--- src/rtl/alu_mc_pkg.sv ---
// Shared opcodes, flag bit positions and FSM state encoding for the multi-cycle ALU.
// Imported by alu_mc and its iterative multiply/divide datapath.
package alu_mc_pkg;

  typedef enum logic [3:0] {
    OP_ADD = 4'd0,
    OP_SUB = 4'd1,
    OP_AND = 4'd2,
    OP_OR  = 4'd3,
    OP_XOR = 4'd4,
    OP_SHL = 4'd5,
    OP_SHR = 4'd6,
    OP_SAR = 4'd7,
    OP_MUL = 4'd8,
    OP_DIV = 4'd9
  } alu_op_e;

  localparam int NUM_FLAGS     = 6;
  localparam int FLAG_COUT     = 0;
  localparam int FLAG_OVERFLOW = 1;
  localparam int FLAG_ZERO     = 2;
  localparam int FLAG_NEGATIVE = 3;
  localparam int FLAG_DIV_ZERO = 4;
  localparam int FLAG_ILLEGAL  = 5;

  typedef enum logic [1:0] {
    ST_IDLE = 2'd0,
    ST_BUSY = 2'd1,
    ST_DONE = 2'd2
  } state_e;

  function automatic logic [NUM_FLAGS-1:0] pack_flags(
    input logic illegal,
    input logic div_zero,
    input logic negative,
    input logic zero,
    input logic overflow,
    input logic cout
  );
    logic [NUM_FLAGS-1:0] f;
    f                = '0;
    f[FLAG_ILLEGAL]  = illegal;
    f[FLAG_DIV_ZERO] = div_zero;
    f[FLAG_NEGATIVE] = negative;
    f[FLAG_ZERO]     = zero;
    f[FLAG_OVERFLOW] = overflow;
    f[FLAG_COUT]     = cout;
    return f;
  endfunction

  // MUL always iterates; DIV iterates only when there is a real divisor.
  function automatic logic is_iterative(input logic [3:0] op, input logic b_nonzero);
    return (op == OP_MUL) || ((op == OP_DIV) && b_nonzero);
  endfunction

endpackage

--- src/rtl/alu_muldiv.sv ---
// Iterative unsigned multiply (shift-add) and restoring divide, one bit per cycle.
// The first step is taken on the start edge, so done rises WIDTH-1 cycles after it.
module alu_muldiv
  import alu_mc_pkg::*;
#(
  parameter int WIDTH = 8
) (
  input  logic             clk,
  input  logic             rst,
  input  logic             start,
  input  logic [3:0]       op,
  input  logic [WIDTH-1:0] a,
  input  logic [WIDTH-1:0] b,
  output logic             done,
  output logic [WIDTH-1:0] lo,
  output logic [WIDTH-1:0] hi
);

  localparam int            CW   = $clog2(WIDTH) + 1;
  localparam logic [CW-1:0] LAST = CW'(WIDTH);

  logic [WIDTH-1:0] lo_q, lo_d;
  logic [WIDTH-1:0] hi_q, hi_d;
  logic [WIDTH-1:0] b_q, b_d;
  logic             div_q, div_d;
  logic [CW-1:0]    count_q, count_d;
  logic             run_q, run_d;

  logic [WIDTH-1:0] src_lo, src_hi, src_b;
  logic             src_div;
  logic [WIDTH:0]   msum;
  logic [WIDTH:0]   rshift;
  logic [WIDTH:0]   diff;
  logic [WIDTH-1:0] step_lo, step_hi;

  // One iteration; on start it works straight from the port operands.
  always_comb begin
    if (start) begin
      src_hi  = '0;
      src_lo  = a;
      src_b   = b;
      src_div = (op == OP_DIV);
    end else begin
      src_hi  = hi_q;
      src_lo  = lo_q;
      src_b   = b_q;
      src_div = div_q;
    end

    msum   = {1'b0, src_hi} + (src_lo[0] ? {1'b0, src_b} : '0);
    rshift = {src_hi, src_lo[WIDTH-1]};
    diff   = rshift - {1'b0, src_b};

    if (src_div) begin
      // Partial remainder stays below the divisor, so diff's top bit is the borrow.
      if (!diff[WIDTH]) begin
        step_hi = diff[WIDTH-1:0];
        step_lo = {src_lo[WIDTH-2:0], 1'b1};
      end else begin
        step_hi = rshift[WIDTH-1:0];
        step_lo = {src_lo[WIDTH-2:0], 1'b0};
      end
    end else begin
      step_hi = msum[WIDTH:1];
      step_lo = {msum[0], src_lo[WIDTH-1:1]};
    end
  end

  always_comb begin
    lo_d    = lo_q;
    hi_d    = hi_q;
    b_d     = b_q;
    div_d   = div_q;
    count_d = count_q;
    run_d   = run_q;
    if (start) begin
      lo_d    = step_lo;
      hi_d    = step_hi;
      b_d     = b;
      div_d   = (op == OP_DIV);
      count_d = CW'(1);
      run_d   = 1'b1;
    end else if (run_q && (count_q != LAST)) begin
      lo_d    = step_lo;
      hi_d    = step_hi;
      count_d = count_q + CW'(1);
    end
  end

  always_ff @(posedge clk) begin
    if (rst) begin
      lo_q    <= '0;
      hi_q    <= '0;
      b_q     <= '0;
      div_q   <= 1'b0;
      count_q <= '0;
      run_q   <= 1'b0;
    end else begin
      lo_q    <= lo_d;
      hi_q    <= hi_d;
      b_q     <= b_d;
      div_q   <= div_d;
      count_q <= count_d;
      run_q   <= run_d;
    end
  end

  assign done = run_q && (count_q == LAST);
  assign lo   = lo_q;
  assign hi   = hi_q;

endmodule

--- src/rtl/alu_mc.sv ---
// Multi-cycle ALU: single-cycle arithmetic/logic/shift ops plus iterative MUL/DIV,
// with a valid/ready request side and a held result until the consumer takes it.
module alu_mc
  import alu_mc_pkg::*;
#(
  parameter int WIDTH = 8
) (
  input  logic             clk,
  input  logic             rst,
  input  logic             in_valid,
  output logic             in_ready,
  input  logic [3:0]       alu_op,
  input  logic [WIDTH-1:0] operand_a,
  input  logic [WIDTH-1:0] operand_b,
  output logic             out_valid,
  input  logic             out_ready,
  output logic [WIDTH-1:0] result,
  output logic [WIDTH-1:0] result_hi,
  output logic [5:0]       flags
);

  localparam int SHW = $clog2(WIDTH);

  state_e           state_q, state_d;
  logic [3:0]       op_q, op_d;
  logic [WIDTH-1:0] result_q, result_d;
  logic [WIDTH-1:0] result_hi_q, result_hi_d;
  logic [5:0]       flags_q, flags_d;

  logic             accept;
  logic             md_start, md_done;
  logic [WIDTH-1:0] md_lo, md_hi;
  logic [5:0]       md_flags;

  logic [SHW-1:0]   shamt;
  logic [WIDTH:0]   add_w, sub_w, shl_w, shr_w, sar_w;
  logic [WIDTH-1:0] fast_res, fast_hi;
  logic             fast_cout, fast_ovf, fast_dz, fast_ill;
  logic [5:0]       fast_flags;

  assign in_ready  = (state_q == ST_IDLE);
  assign out_valid = (state_q == ST_DONE);
  assign accept    = in_valid && in_ready && !rst;
  assign shamt     = operand_b[SHW-1:0];

  // Shifts carry one guard bit so the last bit shifted out falls out as cout.
  always_comb begin
    add_w = {1'b0, operand_a} + {1'b0, operand_b};
    sub_w = {1'b0, operand_a} - {1'b0, operand_b};
    shl_w = {1'b0, operand_a} << shamt;
    shr_w = {operand_a, 1'b0} >> shamt;
    sar_w = $unsigned($signed({operand_a, 1'b0}) >>> shamt);

    fast_res  = '0;
    fast_hi   = '0;
    fast_cout = 1'b0;
    fast_ovf  = 1'b0;
    fast_dz   = 1'b0;
    fast_ill  = 1'b0;

    case (alu_op)
      OP_ADD: begin
        fast_res  = add_w[WIDTH-1:0];
        fast_cout = add_w[WIDTH];
        fast_ovf  = (operand_a[WIDTH-1] == operand_b[WIDTH-1]) &&
                    (add_w[WIDTH-1] != operand_a[WIDTH-1]);
      end
      OP_SUB: begin
        fast_res  = sub_w[WIDTH-1:0];
        fast_cout = sub_w[WIDTH];
        fast_ovf  = (operand_a[WIDTH-1] != operand_b[WIDTH-1]) &&
                    (sub_w[WIDTH-1] != operand_a[WIDTH-1]);
      end
      OP_AND: fast_res = operand_a & operand_b;
      OP_OR:  fast_res = operand_a | operand_b;
      OP_XOR: fast_res = operand_a ^ operand_b;
      OP_SHL: begin
        fast_res  = shl_w[WIDTH-1:0];
        fast_cout = shl_w[WIDTH];
      end
      OP_SHR: begin
        fast_res  = shr_w[WIDTH:1];
        fast_cout = shr_w[0];
      end
      OP_SAR: begin
        fast_res  = sar_w[WIDTH:1];
        fast_cout = sar_w[0];
      end
      OP_MUL: fast_res = '0;
      OP_DIV: begin
        fast_res = '1;
        fast_hi  = operand_a;
        fast_dz  = 1'b1;
      end
      default: fast_ill = 1'b1;
    endcase

    if (fast_ill) begin
      fast_flags = pack_flags(1'b1, 1'b0, 1'b0, 1'b0, 1'b0, 1'b0);
    end else begin
      fast_flags = pack_flags(1'b0, fast_dz, fast_res[WIDTH-1], (fast_res == '0),
                              fast_ovf, fast_cout);
    end
  end

  assign md_flags = pack_flags(1'b0, 1'b0, md_lo[WIDTH-1], (md_lo == '0),
                               (op_q == OP_MUL) && (md_hi != '0), 1'b0);

  always_comb begin
    state_d     = state_q;
    op_d        = op_q;
    result_d    = result_q;
    result_hi_d = result_hi_q;
    flags_d     = flags_q;
    md_start    = 1'b0;

    case (state_q)
      ST_IDLE: begin
        if (accept) begin
          op_d = alu_op;
          if (is_iterative(alu_op, operand_b != '0)) begin
            state_d  = ST_BUSY;
            md_start = 1'b1;
          end else begin
            state_d     = ST_DONE;
            result_d    = fast_res;
            result_hi_d = fast_hi;
            flags_d     = fast_flags;
          end
        end
      end
      ST_BUSY: begin
        if (md_done) begin
          state_d     = ST_DONE;
          result_d    = md_lo;
          result_hi_d = md_hi;
          flags_d     = md_flags;
        end
      end
      ST_DONE: begin
        if (out_ready) state_d = ST_IDLE;
      end
      default: state_d = ST_IDLE;
    endcase
  end

  always_ff @(posedge clk) begin
    if (rst) begin
      state_q     <= ST_IDLE;
      op_q        <= '0;
      result_q    <= '0;
      result_hi_q <= '0;
      flags_q     <= '0;
    end else begin
      state_q     <= state_d;
      op_q        <= op_d;
      result_q    <= result_d;
      result_hi_q <= result_hi_d;
      flags_q     <= flags_d;
    end
  end

  alu_muldiv #(
    .WIDTH(WIDTH)
  ) u_muldiv (
    .clk  (clk),
    .rst  (rst),
    .start(md_start),
    .op   (alu_op),
    .a    (operand_a),
    .b    (operand_b),
    .done (md_done),
    .lo   (md_lo),
    .hi   (md_hi)
  );

  assign result    = result_q;
  assign result_hi = result_hi_q;
  assign flags     = flags_q;

endmodule
--- config.mk ---
export PLATFORM = sky130hd
export DESIGN_NAME = alu_mc
export DESIGN_NICKNAME = d
export VERILOG_FILES = /design/src/rtl/alu_mc_pkg.sv /design/src/rtl/alu_muldiv.sv /design/src/rtl/alu_mc.sv
export SDC_FILE = /design/constraint.sdc
export NUM_CORES = 1
export LEC_CHECK = 0
export BUFFER_PORTS_ARGS = -buffer_cell sky130_fd_sc_hd__buf_2
export CAP_MARGIN = 40
export CORE_ASPECT_RATIO = 1.2
export CORE_MARGIN = 4
export CORE_UTILIZATION = 30
export DETAILED_ROUTE_END_ITERATION = 10
export GPL_TIMING_DRIVEN = 0
export HOLD_SLACK_MARGIN = 0.05
export PLACE_DENSITY_LB_ADDON = 0.15
export SYNTH_ARGS = -nofsm -noshare
export SYNTH_HDL_FRONTEND = slang
export SYNTH_SLANG_ARGS = --single-unit
export TNS_END_PERCENT = 20
--- constraint.sdc ---
create_clock -name clk -period 12.44 [get_ports clk]
set_clock_uncertainty 0.15 [all_clocks]
set_input_delay 3.732 -clock clk [delete_from_list [all_inputs] [get_ports clk]]
set_output_delay 3.732 -clock clk [all_outputs]
set_load 0.01 [all_outputs]
==> results.json <==
{
  "status": "finished, final reports clean",
  "syn-num-nets": 836,
  "grt_start_max_net_pins": 12,
  "setup.worst_path.end_class": "flop",
  "syn_area_um2": 5770,
  "stdcell_count": 1083,
  "ys.flop_type": "dfxtp_1",
  "initialDrtViolationCount": 524,
  "finalSetupTns_ps": 0,
  "cts_made_buffers": 9,
  "ys_seq_elements": 58,
  "finalInstanceArea_um2": 6560,
  "r2r_end": "u_muldiv.hi[6]",
  "via_per_inst": 5.80,
  "syn_to_final_growth_pct": 13.8,
  "fmax_mhz": 107,
  "initial_utilization": 0.306,
  "syn_inst": 767,
  "r2r_slack_ps": 6700,
  "first_global_vias": 6247,
  "wl_per_cell_um": 21.4,
  "n_antenna_cell": 0,
  "min_path_type": "reg2reg",
  "clkSlewWorstSetupHoldPaths_ps": 50,
  "track_usage": 0.213,
  "htreeDepth": 3,
  "worst_pin_slew_ps": 870,
  "io_buffers": 47,
  "cp-start-kind": "primary input",
  "cts_repair_resize_count": 0,
  "layout_common_cells": "nor2_1, nand2_1, a21oi_1",
  "fin_crit_sh": 0.751,
  "die_w_um": 135,
  "r2r_cells": 18,
  "rsz0062_at_grt": "false",
  "gp_congestion": 0.977,
  "cts.sinks": 58,
  "hold_viol": 0,
  "power_uw": 585,
  "antenna_left": 0,
  "via_count": 6277,
  "io_pins": 48,
  "drt-total-wl_um": 23200,
  "endpoint": "u_muldiv.hi[6]",
  "max_slew_margin": 0.412,
  "grt_pass1_wl_um": 35900,
  "setup_viol": 0,
  "p_per_area_nw_per_um2": 89.1,
  "startpoint": "operand_b[3]",
  "postCtsHoldBufs": 0,
  "route.detailed.drc": 0,
  "synth_edf_count": 0,
  "fin_ws_ps": 3100,
  "synth_seq_area_share": 0.201,
  "synthArstFlopShare": 0,
  "worst_ep_required_time_ps": 12480,
  "synth_area_per_cell_um2": 7.52,
  "critPathArrivalTime_ps": 9370,
  "clock-root-buffer": "clkbuf_16",
  "ir_worst_vdd_v": 0.0000531,
  "ys_warn_count": 0,
  "coreArea_um2": 18900,
  "placed_cell_area_um2": 6320,
  "dieHeight_um": 160,
  "antenna_found_initial": 0,
  "cts_setup_buffers": 0,
  "post-place-cells": 1070,
  "post-place-ws_ps": 2690,
  "firstDrtPassIters": 5,
  "cts_tree": "done",
  "clkLatencyLatePin_ps": 340,
  "min_period_ps": 9340,
  "crit_type": "in2reg",
  "cp_max_fo": 10,
  "cts_buffer_depth": 2,
  "drive_above_1_share": 0.103,
  "p_leak_uw": 0.00269,
  "dieArea_um2": 21500,
  "r2r_start": "state_q[1]",
  "nNetsFinal": 894,
  "mostFrequentLayoutCell": "nor2_1",
  "place_hpwl_um": 18300,
  "maxCapViolCount": 0,
  "ys_types": 80,
  "final_max_slew_viol_count": 0,
  "grt_overflow_total": 0,
  "rows": 55
}
## final cells by class
class	count	area (µm²)
multi-input cells	617	4240
fillers	2072	12300
flip-flops and latches	58	1160
plain buffers	54	219
clock buffers	12	236
repair buffers	47	235
clock inverters	1	5.00
inverters	38	143
well taps	256	320
## per-stage QoR
stage	hold WS, ps	utilization
floorplan	302	-
global placement	292	0.335
detailed placement	294	0.335
CTS	302	0.348
global route	329	0.348
finish	297	0.348
## worst max-delay path: stages
cell       delay (ps)
buf_2             120
nor4_1            610
nand3_1           410
nand2_1           200
clkbuf_1          360
buf_1             400
clkbuf_1          480
a21oi_1           260
ha_1              330
clkbuf_1          290
and4_1            290
o2111ai_1         130
and4_1            240
o21ai_0           450
nand2_1           370
a2111oi_0         570
a211oi_1          110
## cells in the mapped netlist, types with 10 or more instances
cell	count	share of area
mux2i_1	17	0.030
inv_1	37	0.024
and2_1	11	0.012
and3_1	11	0.012
dfxtp_1	58	0.20
a311oi_1	10	0.015
nor3_1	23	0.020
nor4_1	10	0.011
a21o_1	10	0.013
ha_1	42	0.091
clkbuf_1	43	0.028
o21ai_0	33	0.029
o211ai_1	15	0.020
a21oi_1	61	0.053
nor2b_1	11	0.012
nand3_1	24	0.021
nand2_1	70	0.046
nor2_1	80	0.052
## worst min-delay path by stage
stage                     cells after the start  startpoint   endpoint
after global routing                          2    flags[3]   flags[3]
after detailed placement                      2   result[4]  result[4]
after CTS                                     2   result[6]  result[6]
final                                         2   result[6]  result[6]
after floorplan                               2     op_q[3]    op_q[3]
after global placement                        2   result[6]  result[6]
## routing by layer
metal / share of wire / global-route usage / up-vias
met4: 0.064 / 0.127 / 0
met2: 0.48 / 0.355 / 213
met3: 0.048 / 0.0343 / 68
met5: 0 / 0 / -
met1: 0.41 / 0.256 / 2998
li1: - / - / 2998
## power by group
group	internal [µW]	total, µW	switching [µW]
Combinational	61.4	174	112
Clock	131	212	81.7
Sequential	193	198	5.07
Total	385	585	199
## cell families (layout without fill, tap and decap cells)
kind of cell	after synthesis	in the layout	share of synthesized area
muxes	27	27	0.0666
DFF	58	58	0.201
buffers and inverters	92	152	0.0627
AOI/OAI and AO/OA	246	246	0.302
adders and majority gates	45	45	0.102
xor gates and xnor gates	9	9	0.0137
and+or+nand+nor	290	290	0.252
## registers in the layout (all words and copies together), names as in the netlist
| register | cells |
|---|---|
| flags | 6 |
| op_q | 4 |
| result | 8 |
| result_hi | 8 |
| state_q | 2 |
| u_muldiv.b_q | 8 |
| u_muldiv.count_q | 4 |
| u_muldiv.div_q | 1 |
| u_muldiv.hi | 8 |
| u_muldiv.lo | 8 |
| u_muldiv.run_q | 1 |
Note: power is estimated with default switching activity, not from simulation.
